<file path="config.mk">
export PLATFORM = sky130hd
export DESIGN_NAME = cordicmul
export DESIGN_NICKNAME = d
export VERILOG_FILES = /design/src/rtl/cordicmul.sv
export SDC_FILE = /design/constraint.sdc
export NUM_CORES = 1
export LEC_CHECK = 0
export BUFFER_PORTS_ARGS = -buffer_cell sky130_fd_sc_hd__buf_2
export CAP_MARGIN = 15
export CORE_MARGIN = 10
export CORE_UTILIZATION = 41
export CTS_BUF_LIST = sky130_fd_sc_hd__clkbuf_2 sky130_fd_sc_hd__clkbuf_4 sky130_fd_sc_hd__clkbuf_8
export CTS_CLUSTER_SIZE = 20
export DETAILED_ROUTE_END_ITERATION = 7
export GPL_TIMING_DRIVEN = 0
export PLACE_DENSITY_LB_ADDON = 0.08
export SYNTH_ARGS = -nofsm -noshare
export SYNTH_HDL_FRONTEND = slang
export SYNTH_SLANG_ARGS = --single-unit
</file>
<file path="constraint.sdc">
create_clock -name CLK -period 5.13 [get_ports CLK]
set_input_delay 0 -clock CLK [delete_from_list [all_inputs] [get_ports CLK]]
set_output_delay 0 -clock CLK [all_outputs]
set_load 0.005 [all_outputs]
</file>
<file path="src/rtl/cordicmul.sv">
// Iterative linear-rotation CORDIC multiplier: out = x * z in signed Q(INT_SIZE).(FLOAT_SIZE).
// Optional output saturation and overflow flag when CORDICMUL_SAT_EN is defined.
module cordicmul #(
  parameter int INT_SIZE   = 8,
  parameter int FLOAT_SIZE = 24,
  parameter int ITER       = 24
) (
  input  logic                           CLK,
  input  logic                           RST,
  input  logic                           EN,
  input  logic [INT_SIZE+FLOAT_SIZE-1:0] x,
  input  logic [INT_SIZE+FLOAT_SIZE-1:0] z,
  output logic [INT_SIZE+FLOAT_SIZE-1:0] out,
  output logic                           BUSY,
  output logic                           DONE,
  output logic                           OVF
);

  localparam int W  = INT_SIZE + FLOAT_SIZE;
  localparam int YW = W + 2;
  localparam int IW = $clog2(ITER + 1);

  typedef enum logic [1:0] {S_IDLE = 2'd0, S_RUN = 2'd1, S_FIN = 2'd2} state_t;

  state_t          state_q, state_d;
  logic [W-1:0]    xr_q, xr_d;
  logic [W-1:0]    zr_q, zr_d;
  logic [YW-1:0]   y_q, y_d;
  logic [IW-1:0]   i_q, i_d;
  logic [W-1:0]    out_q, out_d;
  logic            busy_q, busy_d;
  logic            done_q, done_d;
  logic            ovf_q, ovf_d;

  logic signed [YW-1:0] xs_s;
  logic [7:0]           sh_s;
  logic [W-1:0]         step_s;

  // Accumulator fits the output format when both guard bits match the output sign bit.
  function automatic logic fits_fn(input logic [YW-1:0] v);
    logic fits_v;
    if ((v[YW-1:W-1] == 3'b000) || (v[YW-1:W-1] == 3'b111)) begin
      fits_v = 1'b1;
    end else begin
      fits_v = 1'b0;
    end
    return fits_v;
  endfunction

  function automatic logic [W-1:0] sat_fn(input logic [YW-1:0] v);
    logic [W-1:0] r_v;
    if (fits_fn(v)) begin
      r_v = v[W-1:0];
    end else if (v[YW-1]) begin
      r_v = {1'b1, {(W-1){1'b0}}};
    end else begin
      r_v = {1'b0, {(W-1){1'b1}}};
    end
    return r_v;
  endfunction

  // Next-state, datapath and output computation.
  always_comb begin
    state_d = state_q;
    xr_d    = xr_q;
    zr_d    = zr_q;
    y_d     = y_q;
    i_d     = i_q;
    out_d   = out_q;
    busy_d  = busy_q;
    done_d  = 1'b0;
    ovf_d   = ovf_q;
    xs_s    = $signed({{2{xr_q[W-1]}}, xr_q}) >>> i_q;
    sh_s    = 8'(FLOAT_SIZE) - 8'(i_q);
    step_s  = {{(W-1){1'b0}}, 1'b1} << sh_s;
    case (state_q)
      S_IDLE: begin
        if (EN) begin
          xr_d    = x;
          zr_d    = z;
          y_d     = {YW{1'b0}};
          i_d     = {IW{1'b0}};
          busy_d  = 1'b1;
          state_d = S_RUN;
        end else begin
          state_d = S_IDLE;
        end
      end
      S_RUN: begin
        // Non-negative residual (including zero) rotates in the +1 direction.
        if (!zr_q[W-1]) begin
          y_d  = y_q + xs_s;
          zr_d = zr_q - step_s;
        end else begin
          y_d  = y_q - xs_s;
          zr_d = zr_q + step_s;
        end
        i_d = i_q + {{(IW-1){1'b0}}, 1'b1};
        if (i_q == IW'(ITER - 1)) begin
          busy_d  = 1'b0;
          state_d = S_FIN;
        end else begin
          state_d = S_RUN;
        end
      end
      S_FIN: begin
`ifdef CORDICMUL_SAT_EN
        out_d = sat_fn(y_q);
        ovf_d = ~fits_fn(y_q);
`else
        out_d = y_q[W-1:0];
        ovf_d = 1'b0;
`endif
        done_d  = 1'b1;
        state_d = S_IDLE;
      end
      default: begin
        busy_d  = 1'b0;
        state_d = S_IDLE;
      end
    endcase
  end

  // State and output registers with asynchronous reset.
  always_ff @(posedge CLK or posedge RST) begin
    if (RST) begin
      state_q <= S_IDLE;
      xr_q    <= {W{1'b0}};
      zr_q    <= {W{1'b0}};
      y_q     <= {YW{1'b0}};
      i_q     <= {IW{1'b0}};
      out_q   <= {W{1'b0}};
      busy_q  <= 1'b0;
      done_q  <= 1'b0;
      ovf_q   <= 1'b0;
    end else begin
      state_q <= state_d;
      xr_q    <= xr_d;
      zr_q    <= zr_d;
      y_q     <= y_d;
      i_q     <= i_d;
      out_q   <= out_d;
      busy_q  <= busy_d;
      done_q  <= done_d;
      ovf_q   <= ovf_d;
    end
  end

  assign out  = out_q;
  assign BUSY = busy_q;
  assign DONE = done_q;
  assign OVF  = ovf_q;

endmodule

</file>
==> results by stage, run 1 <==
Min path:
- The path category of the worst min-delay check is in -> reg.
- The worst hold path terminates at zr_q[5].
- The worst hold path was traced through 4 stages.
- The startpoint identified for the worst hold timing path is EN.

Routing:
- In this run, the number of DRC markers left after iteration 0 of detailed routing was 1,115.
- The routed length per placed instance is 21.82 um.
- Wires add up to 48.31 mm.
- The detailed-route via count is 13,020.
- The post-detailed-route via-to-cell ratio is 5.881.
- The remaining design rule violation count is 0.
- The first detailed-routing pass ran for 5 iterations.
- The remaining number of nets flagged by the antenna check after routing is 0.

Worst setup path:
- The register-to-register setup slack is -310 ps.
- The endpoint identified for the worst register-to-register timing path is y_q[23].
- STA puts the critical path data arrival time at 5810 ps.
- The critical path data required time is 5500 ps.
- The worst setup path is captured at a register.
- In this run the critical register-to-register path is launched from i_q[0].
- Counting cells, the worst reg-to-reg path comes to 26.
- The peak fanout along the critical path is 7.
- The critical path launch point type is a register.
- The critical path is of the reg -> reg type.

CTS:
- TritonCTS built the clock tree.
- The clock tree buffer depth is 2.
- The clock slew at the register clock pins of the worst setup and hold paths is 90 ps.
- In this run the clock root is driven by a sky130_fd_sc_hd__clkbuf_8.
- Clock latency on the worst-skew pair, taken at its later pin, is 520 ps.
- The clock sink total is 137.
- The total clock buffers created by CTS is 17.
- The total number of H-tree levels is 4.

Synth:
- The sequential-to-total area share from yosys stat is 26.96%.
- The average cell area after synthesis is 8.306 um2.
- In the post-synthesis netlist, the biggest area contributors are sky130_fd_sc_hd__dfrtp_1, sky130_fd_sc_hd__nand2_1, sky130_fd_sc_hd__mux4_2.
- The post-synthesis cell count is 1,531.
- Among all flip-flop cells after synthesis, the most frequent one is sky130_fd_sc_hd__dfrtp_1.
- Synthesis inferred 137 register bits.
- When the netlist entered floorplanning its net count stood at 1,671.
- Of all cell types, the one taking the most synthesized area is sky130_fd_sc_hd__dfrtp_1.
- The async set-reset flop share out of synthesis is 100.0%.
- Counting flops with a built-in enable in the synthesized netlist gives 0.
- The count of yosys warnings during synthesis is 0.
- The count of unique library cells instantiated by Yosys is 87.
- The portion of synthesized cell area occupied by the leading cell type is 26.96%.
- After synthesis the cells add up to 0.01272 mm2.

Timing:
- The worst max-slew margin expressed relative to the limit is 28.02%.
- The clock skew after layout is 16.02 ps.
- At the pin with the least slew margin, the transition time is 1076 ps.
- Setup violations remaining at the end of the flow were counted as 17.
- The highest clock rate is 183.9 MHz.
- Of the available clock period, the critical path in the final layout requires 106.0%.
- The final-report max-slew violation count is 0.
- The worst-case setup margin in the final layout is -308.0 ps.
- The number of endpoints with negative hold slack in the final report is 0.
- The worst path in the final design needs a cycle of 5438 ps, including I/O delays and setup.
- Setup repair after global routing could not meet its margin everywhere.

Job:
- Across the run, the number of max-cap violations was 0.

Layout:
- The final layout contains 1,946 nets.
- In the layout the commonest cells are sky130_fd_sc_hd__nand2_1, sky130_fd_sc_hd__dfrtp_1, sky130_fd_sc_hd__buf_2.
- The repair_antennas step left the layout with diodes totalling 0.
- Leaving out fill and tap cells, the most frequent cell in the layout is sky130_fd_sc_hd__nand2_1.
- Measured on the finished design, the core utilization comes to 55.00%.
- In the final layout, the share of cells above drive strength 1 is 29.65%.
- From synthesis to final layout, the design area changed by 32.30%.

Run status:
- The flow ran to the end, but the final reports show violations.
- The final reports fail on setup timing.

Die:
- The initial utilization of the core area, before any placement, comes to 41.57%.
- After floorplanning, the core was divided into 64 placement rows.
- The overall die height is 196.1 um.
- The floorplan step set the die width to 196.1 um.
- The total core area is 0.03059 mm2.
- The floorplan step defined a die boundary enclosing 0.03846 mm2.
- The number of top-level pins is 102.

Place:
- In this run the tool buffered the top-level ports with 100 buffer cells.
- The final RePlAce weighted congestion is 0.9782.
- Detailed placement finished with a half-perimeter wire length of 34.91 mm.

GRT:
- The global-route usage over all layers is 24.18%.
- The via count of the first global-routing pass is 12,530.
- The initial antenna violation count was 0.
- The overall overflow remaining after global route is 0.
- The first global-routing pass estimated 73.20 mm of wire.
- The pin count of the biggest net entering global routing is 73.
## cell families (layout without fill, tap and decap cells)
family,Yosys count,count (layout),share of synthesized area (%)
compound gates,411,411,20.81
xor+xnor,78,78,5.372
fa+ha+maj,73,73,7.300
buf+inv,134,421,4.634
flops,137,137,26.96
mux,126,126,14.66
other cells,1,1,0.02949
simple gates,571,571,20.24
## cell usage after synthesis, types with 28 or more instances
cell type	instances
sky130_fd_sc_hd__nand2_1	284
sky130_fd_sc_hd__dfrtp_1	137
sky130_fd_sc_hd__nor2_1	114
sky130_fd_sc_hd__o21ai_0	100
sky130_fd_sc_hd__a21oi_1	97
sky130_fd_sc_hd__ha_1	71
sky130_fd_sc_hd__clkbuf_1	59
sky130_fd_sc_hd__mux4_2	43
sky130_fd_sc_hd__xnor2_1	43
sky130_fd_sc_hd__mux2_2	40
sky130_fd_sc_hd__mux2i_1	40
sky130_fd_sc_hd__xor2_1	35
sky130_fd_sc_hd__inv_1	34
sky130_fd_sc_hd__a31oi_1	33
sky130_fd_sc_hd__a21o_1	31
sky130_fd_sc_hd__nand3_1	28
sky130_fd_sc_hd__nor3_1	28
## sequential cells by signal (all words and copies together), names as in the netlist
register,count
BUSY,1
DONE,1
i_q,5
out,32
state_q,2
xr_q,32
y_q,32
zr_q,32
## timing repair
item                                   4_1_cts  5_1_grt
setup endpoints to repair                   45       29
gates resized for setup                    148      135
hold buffers                                66        0
buffers inserted                            63       30
endpoints found under the hold margin      135        0
pin swaps                                   59      107
cloned                                       2        1
## per-layer routing
metal | global-route usage (%) | part of all wire [%] | vias to the layer above
met2 | 37.48 | 46 | 495
met3 | 5.149 | 6.6 | 85
met4 | 8.597 | 2.7 | 0
met1 | 32.53 | 45 | 6320
li1 | - | - | 6120
met5 | 0 | 0 | -
## area by class of cell
| type | instances | area, um2 |
|---|---|---|
| Clock buffer | 17 | 234.0 |
| Clock inverter | 14 | 221.5 |
| Multi-Input combinational cell | 1260 | 9762 |
| Sequential cell | 137 | 3428 |
| Buffer | 89 | 513.0 |
| Timing Repair Buffer | 263 | 2011 |
| Tap cell | 396 | 495.5 |
| Inverter | 38 | 160.2 |
| Fill cell | 2822 | 13760 |
## worst max-delay path by stage
stage	start	to	slack, ps	cells after the start
floorplan	i_q[0]	zr_q[23]	-8	27
global placement	i_q[1]	y_q[31]	-1540	26
detailed placement	i_q[0]	y_q[31]	-1570	23
CTS	i_q[0]	y_q[31]	-250	21
global route	i_q[0]	y_q[29]	-450	27
finish	i_q[0]	y_q[23]	-310	26
## critical path, cell delays in order (launching register included)
cell	delay, ps
sky130_fd_sc_hd__dfrtp_1	390
sky130_fd_sc_hd__buf_6	170
sky130_fd_sc_hd__buf_12	130
sky130_fd_sc_hd__buf_12	110
sky130_fd_sc_hd__buf_12	120
sky130_fd_sc_hd__mux4_2	520
sky130_fd_sc_hd__mux2i_4	210
sky130_fd_sc_hd__o22ai_2	140
sky130_fd_sc_hd__a311oi_4	380
sky130_fd_sc_hd__ha_2	250
sky130_fd_sc_hd__and3_4	180
sky130_fd_sc_hd__and3_4	240
sky130_fd_sc_hd__a21oi_2	70
sky130_fd_sc_hd__xor2_1	190
sky130_fd_sc_hd__ha_1	340
sky130_fd_sc_hd__a21oi_2	200
sky130_fd_sc_hd__o21a_1	160
sky130_fd_sc_hd__and3b_2	220
sky130_fd_sc_hd__a211oi_4	70
sky130_fd_sc_hd__buf_4	150
sky130_fd_sc_hd__buf_6	110
sky130_fd_sc_hd__o31ai_4	200
sky130_fd_sc_hd__nand2b_1	130
sky130_fd_sc_hd__a31oi_2	250
sky130_fd_sc_hd__buf_4	160
sky130_fd_sc_hd__xor2_2	120
sky130_fd_sc_hd__o21ai_1	60
## metrics by stage
stage | instance area (um2) | setup slack (ps) | hold WS (ps) | TNS (ps) | cells
finish | 16820 | -308.0 | 33.53 | -2506 | 2214
CTS | 15940 | -250.3 | 9.056 | -961.6 | 2183
global route | 16820 | -451.2 | 38.26 | -5764 | 2214
global placement | 13720 | -1540 | 189.0 | -97820 | 2027
floorplan | 12720 | -8.193 | 105.4 | -8.193 | 1531
detailed placement | 13750 | -1568 | 143.4 | -34700 | 2028
Power of run 1 is left out: the tool's default activity adds up to more than one toggle a clock period on the data nets, which glitch-free logic cannot reach.
==> run 2, diff against run 1 <==
--- a/config.mk
+++ b/config.mk
@@ -14,6 +14,7 @@
 export DETAILED_ROUTE_END_ITERATION = 7
 export GPL_TIMING_DRIVEN = 0
 export PLACE_DENSITY_LB_ADDON = 0.08
+export SKIP_CTS_REPAIR_TIMING = 1
 export SYNTH_ARGS = -nofsm -noshare
 export SYNTH_HDL_FRONTEND = slang
 export SYNTH_SLANG_ARGS = --single-unit
==> run 2 against run 1 <==
  * Critical endpoint is now y_q[31]
  * The run ends with hold timing, setup timing left
  * First-iteration DRC count down 2.6%
  * Register-to-register slack lost 99 ps
  * Via count fell by 1.2%
  * Critical path type unchanged
  * Largest cell class unchanged
  * Non-clock buffer count fell by 18
  * Hold slack got worse by 55 ps
  * Clock-buffer cell count stayed put
  * Die area unchanged
  * Sequential cell count is the same
==> results by stage, run 2 (synthesis gave the netlist of run 1 again) <==
Worst setup path:
- The critical path ends at y_q[31].
- The most critical setup path has its startpoint at i_q[0].
- The delay of the slowest critical-path stage came to 520 ps (about the same).
- The peak fanout along the critical path was 8 (+1).
- The type of destination of the critical path is a register.
- The critical path's slowest cell is sky130_fd_sc_hd__mux4_2.
- The critical path data required time came to 5570 ps (+70 ps).
- The type of the worst setup path is reg -> reg.
- The logic depth of the worst setup path including buffers was 24 (-7.7%).
- The register-to-register setup slack was -410 ps (-100 ps).
- The worst reg2reg path startpoint is i_q[0].
- The cell count of the worst reg-to-reg path is 24 (-7.7%).
- The most prevalent standard cell on the critical path is sky130_fd_sc_hd__buf_12.
- The worst reg2reg path endpoint is y_q[31].
- The critical path buffer and inverter count came to 4 (-3).
- The signal on the critical path passes through buf_6 > buf_12 > buf_12 > buf_12 > mux4_2 > mux2i_4 > o22ai_2 > a311oi_4 > ha_2 > and3_4 > and3_4 > a21oi_1 > xor2_1 > ha_4 > a21oi_4 > o21a_1 > and3b_2 > a211oi_4 > nor3_4 > o221ai_2 > o221ai_2 > a221o_1 > and2_4 > o211ai_2.
- The worst path arrival time is 5970 ps (+160 ps).
- Broken down by cell family, the worst path's largest delay share belongs to compound AO/OA/AOI/OAI gates.
- The critical path launch point type is a register.

Die:
- The total core area was 0.03059 mm2 (unchanged).
- The number of top-level pins is 102 (unchanged).
- The overall die height was 196.1 um (unchanged).
- The die area is 0.03846 mm2 (unchanged).
- The initial core utilization is 41.57% (unchanged).
- The die span in x is 196.1 um (unchanged).
- The total number of placement rows is 64 (unchanged).

Routing:
- The remaining number of nets flagged by the antenna check after routing is 0 (unchanged).
- The number of detailed-routing iterations run before antenna repair is 6 (+1).
- The routed wire length is 47.86 mm (-0.92%).
- The post-detailed-route via-to-cell ratio came to 5.858 (-0.39%).
- The detailed-route via count is 12,860 (-1.2%).
- The DRC marker count from the first detailed-route iteration is 1,086 (-2.6%).
- The routed length per placed instance is 21.80 um (-0.10%).
- The remaining design rule violation count is 0 (unchanged).

Layout:
- The area taken by flip-flops and latches is 0.003430 mm2 (about the same).
- The area occupied by multi-input gates was 0.009568 mm2 (-2.0%).
- The fraction of layout instances using a drive strength above 1 was 27.72% (-1.9 points).
- In the layout the commonest cells are sky130_fd_sc_hd__nand2_1, sky130_fd_sc_hd__dfrtp_1, sky130_fd_sc_hd__nor2_1, sky130_fd_sc_hd__buf_2.
- The post-route non-filler standard cell count came to 2,196 (-0.81%).
- The antenna cell count is 0 (unchanged).
- The number of nets at the end of the flow is 1,928 (-0.92%).
- The count of filler cells inserted in the layout was 2,857 (+1.2%).
- The area growth from synthesis to layout is 29.61%.
- The library cell used most frequently in the layout, excluding fill and tap cells, is sky130_fd_sc_hd__nand2_1.

CTS:
- The clock slew at the register clock pins of the worst setup and hold paths was 90 ps (about the same).
- The clock tree root buffer cell is sky130_fd_sc_hd__clkbuf_8.
- The CTS tree is built.
- The clock tree buffer depth is 2 (unchanged).
- The total clock buffers created by CTS came to 17 (unchanged).
- The clock sink total came to 137 (unchanged).
- The clock latency on the worst-skew pair came to 510 ps (about the same).
- The total number of H-tree levels came to 4 (unchanged).

Timing:
- The post-route clock period utilization was 107.9% (+1.9 points).
- The minimum period implied by the final worst setup slack is 5537 ps (+98.58 ps).
- The final-report max-slew violation count came to 0 (unchanged).
- The final count of negative-setup-slack endpoints is 11 (-6).
- The highest clock rate was 180.6 MHz (-1.8%).
- The worst-margin pin slew is 1121 ps (+45.81 ps).
- The number of endpoints with negative hold slack in the final report is 1 (+1).
- The worst max-slew margin expressed relative to the limit is 24.96% (-3.1 points).
- The worst-case setup margin in the final layout is -406.6 ps (-98.58 ps).
- Setup repair after global routing could not meet its margin everywhere.
- The final-layout worst hold slack is -21.85 ps (-55.38 ps).
- The clock skew after layout came to 16.15 ps (+0.1373 ps).

Run status:
- The checks that failed: hold timing, setup timing.
- The run finished, with violations left.

GRT:
- The global-route wire length before repair is 70.21 mm (-4.1%).
- The global-route usage over all layers is 23.25% (-0.94 points).
- The via count of the first global-routing pass is 11,880 (-5.2%).
- The pin count of the biggest net entering global routing was 73 (unchanged).
- The initial antenna violation count is 0 (unchanged).
- The overall overflow remaining after global route is 0 (unchanged).

Place:
- The sum of net half-perimeters after detailed placement was 34.91 mm (unchanged).
- The number of cells in the design after placement was 2,028 (unchanged).
- The number of I/O port buffers is 100 (unchanged).
- The final RePlAce weighted congestion is 0.9782 (unchanged).

Min path:
- The worst hold path belongs to the class in -> reg.

Job:
- The max-cap check violation count is 0 (unchanged).
-- run 2: cell count changes in the layout (fill, tap and decap cells not counted), sizes merged --
cell,delta
clkbuf,+6
clkinvlp,+1
clkinv,-1
dlygate4sd3,-1
bufbuf,-1
buf,-22
-- run 2: layout make-up --
type                       instances  share of cell area, %
tap                              396                  3.006
timing repair buffer             245                  11.11
multi-input combinational       1260                  58.05
sequential                       137                  20.81
buffer                            89                  3.249
clock buffer                      17                  1.419
inverter                          38                  1.025
clock inverter                    14                  1.344
-- run 2: worst min path at each step --
stage / start / endpoint / slack, ps / depth (start not counted)
after floorplan: x[0] / xr_q[0] / 110 / 2
after global placement: x[5] / xr_q[5] / 190 / 3
after detailed placement: RST / DONE / 140 / 2
after CTS: RST / DONE / -410 / 2
after global routing: EN / zr_q[3] / 30 / 4
final: EN / zr_q[3] / -20 / 4
-- run 2: routing by layer --
layer | up-vias | routed length [um] | track usage, % | part of all wire (%)
met5 | - | 0 | 0 | 0
met4 | 0 | 1302 | 8.003 | 2.7
met3 | 94 | 3153 | 4.842 | 6.6
met2 | 496 | 21740 | 35.28 | 45
met1 | 6209 | 21670 | 32.03 | 45
li1 | 6065 | - | - | -
-- run 2: metrics by stage --
stage / setup TNS (ps) / cell area [um2] / util [%] / worst slack [ps]
2_1_floorplan: -8.193 / 12720 / - / -8.193
3_3_place_gp: -97820 / 13720 / 44.84 / -1540
4_1_cts: -36290 / 14200 / 46.44 / -1624
5_1_grt: -4781 / 16480 / 53.89 / -593.6
3_5_place_dp: -34700 / 13750 / 44.95 / -1568
6_report: -1763 / 16480 / 53.89 / -406.6
-- run 2: worst min-delay path, delay by kind of cell --
family	cells	cell delay, ps
compound gates	3	320
buf+inv	1	120
Power of run 2 is left out for the same reason.
==> run 3, diff against run 2 <==
--- a/config.mk
+++ b/config.mk
@@ -14,6 +14,7 @@
 export DETAILED_ROUTE_END_ITERATION = 7
 export GPL_TIMING_DRIVEN = 0
 export PLACE_DENSITY_LB_ADDON = 0.08
+export RECOVER_POWER = 100
 export SKIP_CTS_REPAIR_TIMING = 1
 export SYNTH_ARGS = -nofsm -noshare
 export SYNTH_HDL_FRONTEND = slang
==> run 3 against run 2 <==
  * The run ends with hold timing, capacitance limit, slew limit, setup timing left
  * Design area fell by 0.43%
  * Largest cell class unchanged
  * Die area did not move
  * Cell count did not move
  * Critical endpoint unchanged
  * Critical path depth did not move
  * Worst setup slack improved by 7.2 ps
  * Via count fell by 0.77%
  * First-iteration DRC count fell by 2.0%
  * Hold slack improved by 7.2 ps
  * Sequential share of layout area rose by 0.089 points
  * Critical path type unchanged
==> results by stage, run 3 (synthesis gave the netlist of run 1 again) <==
Min path:
- The instance count along the most critical hold path is 4 (unchanged).
- The path category of the worst min-delay check is in -> reg.

Timing:
- The final-report max-slew violation count came to 140 (+140).
- The highest clock rate is 180.9 MHz (+0.13%).
- The final count of negative-setup-slack endpoints is 11 (unchanged).
- The final-layout worst hold slack is -14.63 ps (+7.227 ps).
- The worst-margin pin slew is 3130 ps (+2008 ps).
- Setup repair after global routing could not meet its margin everywhere.
- The worst max-slew margin expressed relative to the limit came to -109.8% (-130 points).
- The clock skew after layout is 16.99 ps (+0.8319 ps).
- The number of endpoints with negative hold slack in the final report is 1 (unchanged).
- The worst-case setup margin in the final layout is -399.4 ps (+7.200 ps).
- The minimum period implied by the final worst setup slack is 5529 ps (-7.200 ps).
- The post-route clock period utilization is 107.8% (-0.14 points).

Layout:
- The relative area change from synthesis to final layout is 29.06%.
- The fraction of layout instances using a drive strength above 1 is 25.83% (-1.9 points).
- In the layout the commonest cells are sky130_fd_sc_hd__nand2_1, sky130_fd_sc_hd__dfrtp_1, sky130_fd_sc_hd__nor2_1.
- The number of nets at the end of the flow is 1,928 (unchanged).
- The post-route non-filler standard cell count is 2,196 (unchanged).
- The antenna cell count was 0 (unchanged).
- Leaving out fill and tap cells, the most frequent cell in the layout is sky130_fd_sc_hd__nand2_1.

CTS:
- The clock latency on the worst-skew pair came to 520 ps (about the same).
- The clock tree buffer depth came to 2 (unchanged).
- The CTS tree is built.
- The total clock buffers created by CTS is 17 (unchanged).
- The clock sink total was 137 (unchanged).
- The clock tree root buffer cell is sky130_fd_sc_hd__clkbuf_8.
- The clock slew at the register clock pins of the worst setup and hold paths is 90 ps (about the same).
- The total number of H-tree levels is 4 (unchanged).

Routing:
- The remaining number of nets flagged by the antenna check after routing was 0 (unchanged).
- The routed length per placed instance is 21.75 um (-0.20%).
- The post-detailed-route via-to-cell ratio came to 5.813 (-0.77%).
- The detailed-route via count came to 12,770 (-0.77%).
- The number of detailed-routing iterations run before antenna repair is 5 (-1).
- The remaining design rule violation count is 0 (unchanged).
- The DRC marker count from the first detailed-route iteration was 1,064 (-2.0%).
- The routed wire length is 47.77 mm (-0.20%).

GRT:
- The overall overflow remaining after global route is 0 (unchanged).
- The initial antenna violation count is 0 (unchanged).
- The pin count of the biggest net entering global routing is 73 (unchanged).
- The via count of the first global-routing pass is 11,880 (unchanged).
- The global-route wire length before repair was 70.21 mm (unchanged).
- The global-route usage over all layers is 23.25% (unchanged).

Run status:
- The checks that failed: hold timing, capacitance limit, slew limit, setup timing.
- The flow ran to the end, but the final reports show violations.

Die:
- The die span in x is 196.1 um (unchanged).
- The overall die height came to 196.1 um (unchanged).
- The number of top-level pins came to 102 (unchanged).
- The initial core utilization is 41.57% (unchanged).
- The total core area is 0.03059 mm2 (unchanged).
- The die area was 0.03846 mm2 (unchanged).
- The total number of placement rows is 64 (unchanged).

Place:
- The number of I/O port buffers is 100 (unchanged).
- The sum of net half-perimeters after detailed placement is 34.91 mm (unchanged).
- The final RePlAce weighted congestion is 0.9782 (unchanged).
- The number of cells in the design after placement is 2,028 (unchanged).

Worst setup path:
- STA classifies the critical path endpoint as a register.
- The worst path arrival time is 5970 ps (about the same).
- The worst setup path is launched from a register.
- The type of the worst setup path is reg -> reg.
- The critical path data required time was 5570 ps (about the same).
- The peak fanout along the critical path is 8 (unchanged).
- The cell count of the worst reg-to-reg path is 24 (unchanged).

Job:
- The max-cap check violation count is 2 (+2).
[run 3: critical path, stage by stage (launching register included)]
cell and delay [ps]:
sky130_fd_sc_hd__dfrtp_1 390, sky130_fd_sc_hd__buf_6 160, sky130_fd_sc_hd__buf_12 140, sky130_fd_sc_hd__buf_12 120
sky130_fd_sc_hd__buf_12 130, sky130_fd_sc_hd__mux4_2 520, sky130_fd_sc_hd__mux2i_4 200, sky130_fd_sc_hd__o22ai_2 140
sky130_fd_sc_hd__a311oi_4 430, sky130_fd_sc_hd__ha_2 260, sky130_fd_sc_hd__and3_4 170, sky130_fd_sc_hd__and3_4 230
sky130_fd_sc_hd__a21oi_2 70, sky130_fd_sc_hd__xor2_1 180, sky130_fd_sc_hd__ha_2 370, sky130_fd_sc_hd__nand4_1 120
sky130_fd_sc_hd__a211oi_2 230, sky130_fd_sc_hd__o31ai_4 160, sky130_fd_sc_hd__a211oi_4 370, sky130_fd_sc_hd__nor3_4 60
sky130_fd_sc_hd__o221ai_2 220, sky130_fd_sc_hd__o221ai_2 170, sky130_fd_sc_hd__a221o_1 310, sky130_fd_sc_hd__and2_4 170
sky130_fd_sc_hd__o211ai_2 140
[run 3: worst paths after layout]
kind | to | from | slack, ps
setup / recovery | y_q[31] | i_q[0] | -400
hold / removal | zr_q[3] | EN | -10
setup reg to reg | y_q[31] | i_q[0] | -400
hold reg to reg | xr_q[0] | xr_q[0] | 500
max in group asynchronous | i_q[4] | RST | 1300
min in group asynchronous | DONE | RST | 900
[run 3: metal layers]
metal | share of wire [%] | global-route usage, % | wire length [um]
met1 | 46 | 32.03 | 21810
met2 | 46 | 35.28 | 21890
met3 | 5.9 | 4.842 | 2809
met4 | 2.6 | 8.003 | 1257
met5 | 0 | 0 | 0
[run 3: area by class of cell]
| cell class | count | area, um2 |
|---|---|---|
| fillers | 2870 | 14180 |
| multi-input cells | 1260 | 9565 |
| flip-flops and latches | 137 | 3430 |
| repair buffers | 245 | 1767 |
| plain buffers | 89 | 535.5 |
| well taps | 396 | 495.5 |
| clock buffers | 17 | 234.0 |
| clock inverters | 14 | 221.5 |
| inverters | 38 | 165.2 |
[run 3: stage by stage]
step	hold WS, ps	util, %	instance area, um2	setup slack, ps	TNS (ps)
floorplan	105.4	-	12720	-8.193	-8.193
CTS	-412.2	46.44	14200	-1624	-36290
global route	26.75	53.66	16410	-593.6	-4856
global placement	189.0	44.84	13720	-1540	-97820
finish	-14.63	53.66	16410	-399.4	-1715
detailed placement	143.4	44.95	13750	-1568	-34700
Power of run 3 is left out for the same reason.
